<file path="src/rtl/uart_upg_loader_pkg.sv">
// Shared types and constants for the UART upgrade loader.
// Frame states, target codes and upgrade bus widths.
package upg_pkg;

   localparam int UPG_ADDR_W = 15;
   localparam int UPG_DATA_W = 32;

   localparam logic [7:0] UPG_TGT_IMEM = 8'h00;
   localparam logic [7:0] UPG_TGT_DMEM = 8'h01;

   typedef enum logic [2:0] {
      ST_IDLE,
      ST_CNT_LO,
      ST_CNT_HI,
      ST_DATA,
      ST_DONE,
      ST_ERR
   } upg_state_e;

endpackage

</file>
<file path="src/rtl/uart_upg_loader_if.sv">
// Upgrade-port bundle driven by the loader toward the memories.
// The loader owns the master side; observers take the slave side.
interface uart_upg_loader_if;
   import upg_pkg::*;

   logic                  wen;
   logic [UPG_ADDR_W-1:0] addr;
   logic [UPG_DATA_W-1:0] dat;
   logic                  done;
   logic                  err;
   logic                  busy;

   modport master (output wen, addr, dat, done, err, busy);
   modport slave  (input  wen, addr, dat, done, err, busy);

endinterface

</file>
<file path="src/rtl/uart_upg_loader_timeout.sv">
// Idle-cycle counter guarding the gaps between bytes of a frame.
// Clear wins over enable; expired fires on the cycle that would reach the limit.
module upg_timeout_ctr #(
   parameter int unsigned TIMEOUT_CYCLES = 1_000_000
) (
   input  logic clk_i,
   input  logic rst_ni,
   input  logic clr_i,
   input  logic en_i,
   output logic expired
);

   localparam int unsigned CW = $clog2(TIMEOUT_CYCLES + 1);
   localparam logic [CW-1:0] LAST = CW'(TIMEOUT_CYCLES - 1);
   localparam logic [CW-1:0] TOP  = CW'(TIMEOUT_CYCLES);

   logic [CW-1:0] cnt_q, cnt_d;

   // Next count: clear on activity, otherwise count up and saturate.
   always_comb begin
      cnt_d = cnt_q;
      if (clr_i) begin
         cnt_d = '0;
      end else if (en_i && cnt_q != TOP) begin
         cnt_d = cnt_q + 1'b1;
      end
   end

   assign expired = en_i && !clr_i && (cnt_q >= LAST);

   // Counter register.
   always_ff @(posedge clk_i) begin
      if (!rst_ni) begin
         cnt_q <= '0;
      end else begin
         cnt_q <= cnt_d;
      end
   end

endmodule

</file>
<file path="src/rtl/uart_upg_loader.sv">
// Byte-stream frame parser producing word writes on the upgrade ports.
// Frame: target, 16-bit LE word count, then N little-endian words.
module uart_upg_loader
   import upg_pkg::*;
#(
   parameter int unsigned TIMEOUT_CYCLES = 1_000_000,
   parameter int unsigned MAX_WORDS      = 4096
) (
   input  logic                  upg_clk_i,
   input  logic                  upg_rstn_i,
   input  logic                  rx_valid_i,
   input  logic [7:0]            rx_data_i,
   output logic                  upg_wen_o,
   output logic [UPG_ADDR_W-1:0] upg_addr_o,
   output logic [UPG_DATA_W-1:0] upg_dat_o,
   output logic                  upg_done_o,
   output logic                  err_o,
   output logic                  busy_o
);

   upg_state_e state_q, state_d;
   logic       tgt_q, tgt_d;
   logic [7:0] cnt_lo_q, cnt_lo_d;
   logic [12:0] rem_q, rem_d;
   logic [13:0] addr_q, addr_d;
   logic [1:0] idx_q, idx_d;
   logic [23:0] asm_q, asm_d;
   logic       wen_q, wen_d;
   logic [UPG_ADDR_W-1:0] waddr_q, waddr_d;
   logic [UPG_DATA_W-1:0] dat_q, dat_d;
   logic       done_q, done_d;
   logic       err_q, err_d;
   logic       busy_q, busy_d;

   logic        in_frame;
   logic        expired;
   logic [15:0] n_words;

   assign in_frame = (state_q == ST_CNT_LO) || (state_q == ST_CNT_HI) ||
                     (state_q == ST_DATA);
   assign n_words  = {rx_data_i, cnt_lo_q};

   upg_timeout_ctr #(
      .TIMEOUT_CYCLES(TIMEOUT_CYCLES)
   ) u_tmo (
      .clk_i  (upg_clk_i),
      .rst_ni (upg_rstn_i),
      .clr_i  (rx_valid_i || !in_frame),
      .en_i   (in_frame),
      .expired(expired)
   );

   // Frame parsing: next state, word assembly and write strobe.
   always_comb begin
      state_d  = state_q;
      tgt_d    = tgt_q;
      cnt_lo_d = cnt_lo_q;
      rem_d    = rem_q;
      addr_d   = addr_q;
      idx_d    = idx_q;
      asm_d    = asm_q;
      waddr_d  = waddr_q;
      dat_d    = dat_q;
      wen_d    = 1'b0;
      unique case (state_q)
         ST_IDLE: begin
            if (rx_valid_i && (rx_data_i == UPG_TGT_IMEM ||
                               rx_data_i == UPG_TGT_DMEM)) begin
               tgt_d   = rx_data_i[0];
               state_d = ST_CNT_LO;
            end
         end
         ST_CNT_LO: begin
            if (rx_valid_i) begin
               cnt_lo_d = rx_data_i;
               state_d  = ST_CNT_HI;
            end else if (expired) begin
               state_d = ST_ERR;
            end
         end
         ST_CNT_HI: begin
            if (rx_valid_i) begin
               if (n_words == 16'd0 || n_words > 16'(MAX_WORDS)) begin
                  state_d = ST_ERR;
               end else begin
                  rem_d   = n_words[12:0];
                  addr_d  = '0;
                  idx_d   = '0;
                  state_d = ST_DATA;
               end
            end else if (expired) begin
               state_d = ST_ERR;
            end
         end
         ST_DATA: begin
            if (rem_q == 13'd0) begin
               state_d = ST_DONE;
            end else if (rx_valid_i) begin
               idx_d = idx_q + 2'd1;
               unique case (idx_q)
                  2'd0: asm_d[7:0]   = rx_data_i;
                  2'd1: asm_d[15:8]  = rx_data_i;
                  2'd2: asm_d[23:16] = rx_data_i;
                  default: begin
                     dat_d   = {rx_data_i, asm_q};
                     waddr_d = {tgt_q, addr_q};
                     wen_d   = 1'b1;
                     addr_d  = addr_q + 14'd4;
                     rem_d   = rem_q - 13'd1;
                  end
               endcase
            end else if (expired) begin
               state_d = ST_ERR;
            end
         end
         default: begin
            state_d = state_q;
         end
      endcase
      busy_d = (state_d == ST_CNT_LO) || (state_d == ST_CNT_HI) ||
               (state_d == ST_DATA);
      done_d = (state_d == ST_DONE);
      err_d  = (state_d == ST_ERR);
   end

   // State and registered outputs.
   always_ff @(posedge upg_clk_i) begin
      if (!upg_rstn_i) begin
         state_q  <= ST_IDLE;
         tgt_q    <= 1'b0;
         cnt_lo_q <= '0;
         rem_q    <= '0;
         addr_q   <= '0;
         idx_q    <= '0;
         asm_q    <= '0;
         waddr_q  <= '0;
         dat_q    <= '0;
         wen_q    <= 1'b0;
         done_q   <= 1'b0;
         err_q    <= 1'b0;
         busy_q   <= 1'b0;
      end else begin
         state_q  <= state_d;
         tgt_q    <= tgt_d;
         cnt_lo_q <= cnt_lo_d;
         rem_q    <= rem_d;
         addr_q   <= addr_d;
         idx_q    <= idx_d;
         asm_q    <= asm_d;
         waddr_q  <= waddr_d;
         dat_q    <= dat_d;
         wen_q    <= wen_d;
         done_q   <= done_d;
         err_q    <= err_d;
         busy_q   <= busy_d;
      end
   end

   uart_upg_loader_if bus ();

   assign bus.wen  = wen_q;
   assign bus.addr = waddr_q;
   assign bus.dat  = dat_q;
   assign bus.done = done_q;
   assign bus.err  = err_q;
   assign bus.busy = busy_q;

   assign upg_wen_o  = bus.wen;
   assign upg_addr_o = bus.addr;
   assign upg_dat_o  = bus.dat;
   assign upg_done_o = bus.done;
   assign err_o      = bus.err;
   assign busy_o     = bus.busy;

endmodule

</file>
<file path="config.mk">
export PLATFORM = sky130hd
export DESIGN_NAME = uart_upg_loader
export DESIGN_NICKNAME = d
export VERILOG_FILES = /design/src/rtl/uart_upg_loader_pkg.sv /design/src/rtl/uart_upg_loader_if.sv /design/src/rtl/uart_upg_loader_timeout.sv /design/src/rtl/uart_upg_loader.sv
export SDC_FILE = /design/constraint.sdc
export NUM_CORES = 1
export LEC_CHECK = 0
export CORE_MARGIN = 5
export CORE_UTILIZATION = 30
export CTS_BUF_LIST = sky130_fd_sc_hd__clkbuf_4 sky130_fd_sc_hd__clkbuf_8
export DETAILED_ROUTE_END_ITERATION = 6
export MAX_ROUTING_LAYER = met4
export PLACE_DENSITY = 0.45
export SYNTH_ARGS = -nofsm -noshare
export SYNTH_HDL_FRONTEND = slang
export SYNTH_SLANG_ARGS = --single-unit
</file>
<file path="constraint.sdc">
create_clock -name upg_clk_i -period 3.1 [get_ports upg_clk_i]
set_input_delay 0.31 -clock upg_clk_i [delete_from_list [all_inputs] [get_ports upg_clk_i]]
set_output_delay 0.31 -clock upg_clk_i [all_outputs]
set_load 0.01 [all_outputs]
</file>
==> metrics.txt, run 1 <==
overall power=roughly 0.0035 W; post-synth top area cell=dfxtp_1; Setup CP Type=reg2reg; Max Transition Viols Final=0; Initial Util=between 30% and 40%; largest cells by area after synthesis=dfxtp_1 (46%), nand2_1 (9.3%), a21oi_1 (6.9%), nor2_1 (4.9%), mux2i_1 (4.7%); final cycle utilization of the critical path=roughly nine tenths; final setup violation count=0; Worst slew margin=about half; switching share of power=21.81%; Worst Hold End=upg_dat_o[18]$_SDFFE_PN0P_; hold path startpoint=asm_q[18]$_SDFFE_PN0P_; Gate Count Post-Synth=a little under 700; Clock Pin Slew Worst Setup and Hold Paths=roughly 0.080 ns; reg2reg start=rem_q[0]$_SDFFE_PN0P_; DRC=0; status=complete, no violations; Max Freq=~0.36 GHz; layout cells sized above 1=under 10%; EDFF count, synth=0; Synth Area in Adders=~1.7%; clock skew=approximately 0.01 ns; Worst R2R Setup Slack=roughly 0.36 ns; top-count cell post-synth=nand2_1; Rows=50; Setup Buffers After CTS=0; Critical Path Sink Type=flip-flop; Internal Pwr Total=roughly 0.0027 W; hold-fix buffers at CTS=0; pin count of the biggest net entering global routing=between 50 and 60; vias in the first global route=4721; # resized after CTS=0; Clock Tree Buf Depth=2; Synth Area in XOR/XNOR=~2.9%; crit-path max FO=15; initial antenna violation count=0; flops & latches, synth=around 130; Sw Pwr=around 0.00076 W; P_leak=between 2 and 3 nW; clock latency on the worst-skew pair=0.44 ns; worst vdd ir=roughly 0.00033 V; WL/cell=14.97 um; diode count=0; Data arrival, critical path=3.11 ns; Top FF cell, synth=dfxtp_1; CP required=3.47 ns; DRT antenna net count=0; Total Wirelength=approximately 15000 um; Worst-Margin Slew=a little under 0.8 ns; die height=roughly 150 um; Layout fillers=a little under 2000; Remaining Overflow, GRT=0; Routability Congestion=between 0.8 and 0.9; first-pass GRT wire length=between 20000 and 25000 um; Synth top cells by count=nand2_1 (143), dfxtp_1 (132), a21oi_1 (79), nor2_1 (75), mux2i_1 (27); Logic pwr share=under 10%; Critical Path Source Type=flip-flop; Max Cap Viol=0; DR pass1 iterations=5; Hold Crit Depth=2; synth-to-layout area growth=22.69%; Seq/Total Area, Yosys=between 40% and 50%; complex-gate fraction of the synthesized area=~15%; CTS tree=built; Mean Syn Cell Area=8.309 um^2; post-synth cell types=64; met1 Usage GRT=19.32%; Fin. Hold Viols=0; DP HPWL=~11000 um; post-synth top area share=45.82%; Synth async-reset ratio=0%; most crowded layer after global routing=met2; CTS Sinks=between 100 and 150; largest family of logic cells by synthesized area=simple AND/OR/NAND/NOR gates; Setup TNS=0 ns; Buffers on Ports=59; R2R cell count=9; drt via density=about 4.9; Simple-Gate Fraction of Synth Area=between 20% and 30%; Die ar.=between 0.02 and 0.025 mm^2; total track usage=14.59%; Pwr Density=approximately 490 mW/mm^2; H-Tree Depth=4; TritonCTS Buffers=17; GR met3 Demand/Resource=about 3.4%; reg-to-reg endpoint=rem_q[9]$_SDFFE_PN0P_; DR vias=5044; Clock power frac=48.5%; final worst path period need=between 2 and 3 ns; Yosys warning count=0; RSZ-0062 raised after global routing=no; Detailed Route Iter0 Violations=~210; CP Launch Point=rem_q[0]$_SDFFE_PN0P_; sequential group share of total power=between 40% and 50%; Die X=between 100 and 150 um; I/O pin count=62; Hold Crit Class=reg2reg; CTS Root Cell=clkbuf_8; Post-Syn Area=around 0.0058 mm^2; grt met2 use=approximately 22%; mux contribution to synthesized area=between 4 and 5%; Nets=just under 800; Core ar.=about 0.019 mm^2
power groups by stage:
stage | clock (W) | combinational, W | sequential, W
final | 0.00168 | 0.0000904 | 0.00169
after global routing | 0.00182 | 0.0000977 | 0.00169
after CTS | 0.00174 | 0.0000926 | 0.00169
after detailed placement | 0 | 0.0000924 | 0.00173
after global placement | 0 | 0.0000911 | 0.00173
after floorplan | 0 | 0.0000431 | 0.00173
cells by family (layout without fill, tap and decap cells):
group                    Yosys count  after routing
AND/OR/NAND/NOR                  305            305
AO/OA/AOI/OAI                    144            144
flip-flops                       132            132
buffers and inverters             57            128
multiplexers                      28             28
XOR/XNOR                          19             19
adder cells (fa/ha/maj)            8              8
other                              1              2
area by class of cell:
| cell class | instances | area (um^2) | share of cell area (%) |
|---|---|---|---|
| clock buffers | 19 | 255.2 | 3.607 |
| clock inverters | 13 | 203.9 | 2.882 |
| inverters | 15 | 56.30 | 0.7958 |
| multi-input cells | 506 | 2824 | 39.91 |
| flip-flops and latches | 132 | 2643 | 37.35 |
| well taps | 260 | 325.3 | 4.598 |
| repair buffers | 81 | 768.2 | 10.86 |
flip-flops by register name, indices dropped and copies added, names as in the netlist:
register,count
addr_q,12
asm_q,24
busy_o,1
cnt_lo_q,8
err_o,1
idx_q,2
rem_q,13
state_q,3
tgt_q,1
u_tmo.cnt_q,20
upg_addr_o,13
upg_dat_o,32
upg_done_o,1
upg_wen_o,1
critical path, cell delays in order, from the launching register on:
cell,delay (ns)
dfxtp_1,0.33
inv_1,0.10
ha_1,0.21
or4b_1,0.66
nor2_4,0.25
a31o_4,0.23
a21o_1,0.32
buf_4,0.28
o21ai_0,0.12
a21oi_1,0.16
per-layer routing:
metal | vias to the layer above | part of all wire, %
met4 | 0 | 1.8
met3 | 17 | 3.7
met2 | 95 | 46
li1 | 2509 | -
met1 | 2423 | 49
met5 | - | 0
placed cells by master (no fill, tap or decap), drive strengths merged, types with 3 or more instances in the layout:
| cell type | netlist | final |
|---|---|---|
| a21oi | 80 | 80 |
| a31o | 3 | 3 |
| and3 | 9 | 9 |
| and4 | 5 | 5 |
| buf | 22 | 22 |
| bufinv | 0 | 5 |
| clkbuf | 20 | 19 |
| clkdlybuf4s50 | 0 | 59 |
| clkinv | 1 | 5 |
| dfxtp | 132 | 132 |
| ha | 8 | 8 |
| inv | 14 | 17 |
| mux2i | 27 | 27 |
| nand2 | 146 | 146 |
| nand2b | 3 | 3 |
| nand3 | 20 | 20 |
| nand3b | 3 | 3 |
| nand4 | 5 | 5 |
| nor2 | 76 | 76 |
| nor3 | 8 | 8 |
| nor4 | 5 | 5 |
| o211ai | 9 | 9 |
| o21ai | 27 | 27 |
| o31ai | 5 | 5 |
| o41ai | 4 | 4 |
| or3 | 6 | 6 |
| or4 | 8 | 8 |
| xnor2 | 12 | 12 |
| xor2 | 7 | 7 |
metrics by stage:
| step | util, % | instances | cell area (um^2) | hold WS [ns] | setup WS (ns) |
|---|---|---|---|---|---|
| 3_3_place_gp | 35.14 | 994 | 6616 | 0.4388 | 0.2225 |
| 2_1_floorplan | - | 695 | 5771 | 0.4277 | 0.8636 |
| 4_1_cts | 37.57 | 1026 | 7076 | 0.4490 | 0.3573 |
| 6_report | 37.57 | 1026 | 7076 | 0.4485 | 0.3593 |
| 3_5_place_dp | 35.14 | 994 | 6616 | 0.4462 | 0.1992 |
| 5_1_grt | 37.57 | 1026 | 7076 | 0.4648 | 0.1238 |
worst max-delay path by stage:
stage	cells after the start	endpoint	slack, ns
CTS	9	rem_q[9]$_SDFFE_PN0P_	0.36
floorplan	10	upg_dat_o[24]$_SDFFE_PN0P_	0.86
detailed placement	8	rem_q[9]$_SDFFE_PN0P_	0.20
global placement	7	addr_q[5]$_SDFFE_PN0P_	0.22
finish	9	rem_q[9]$_SDFFE_PN0P_	0.36
global route	9	rem_q[9]$_SDFFE_PN0P_	0.12
No activity file was read; power rests on OpenSTA's default activity.
==> run 2: changes to the inputs <==
Settings changed: SLEW_MARGIN set to 20.
==> results of run 2 <==
No change in the layout: final DEF, timing and power equal those of run 1.
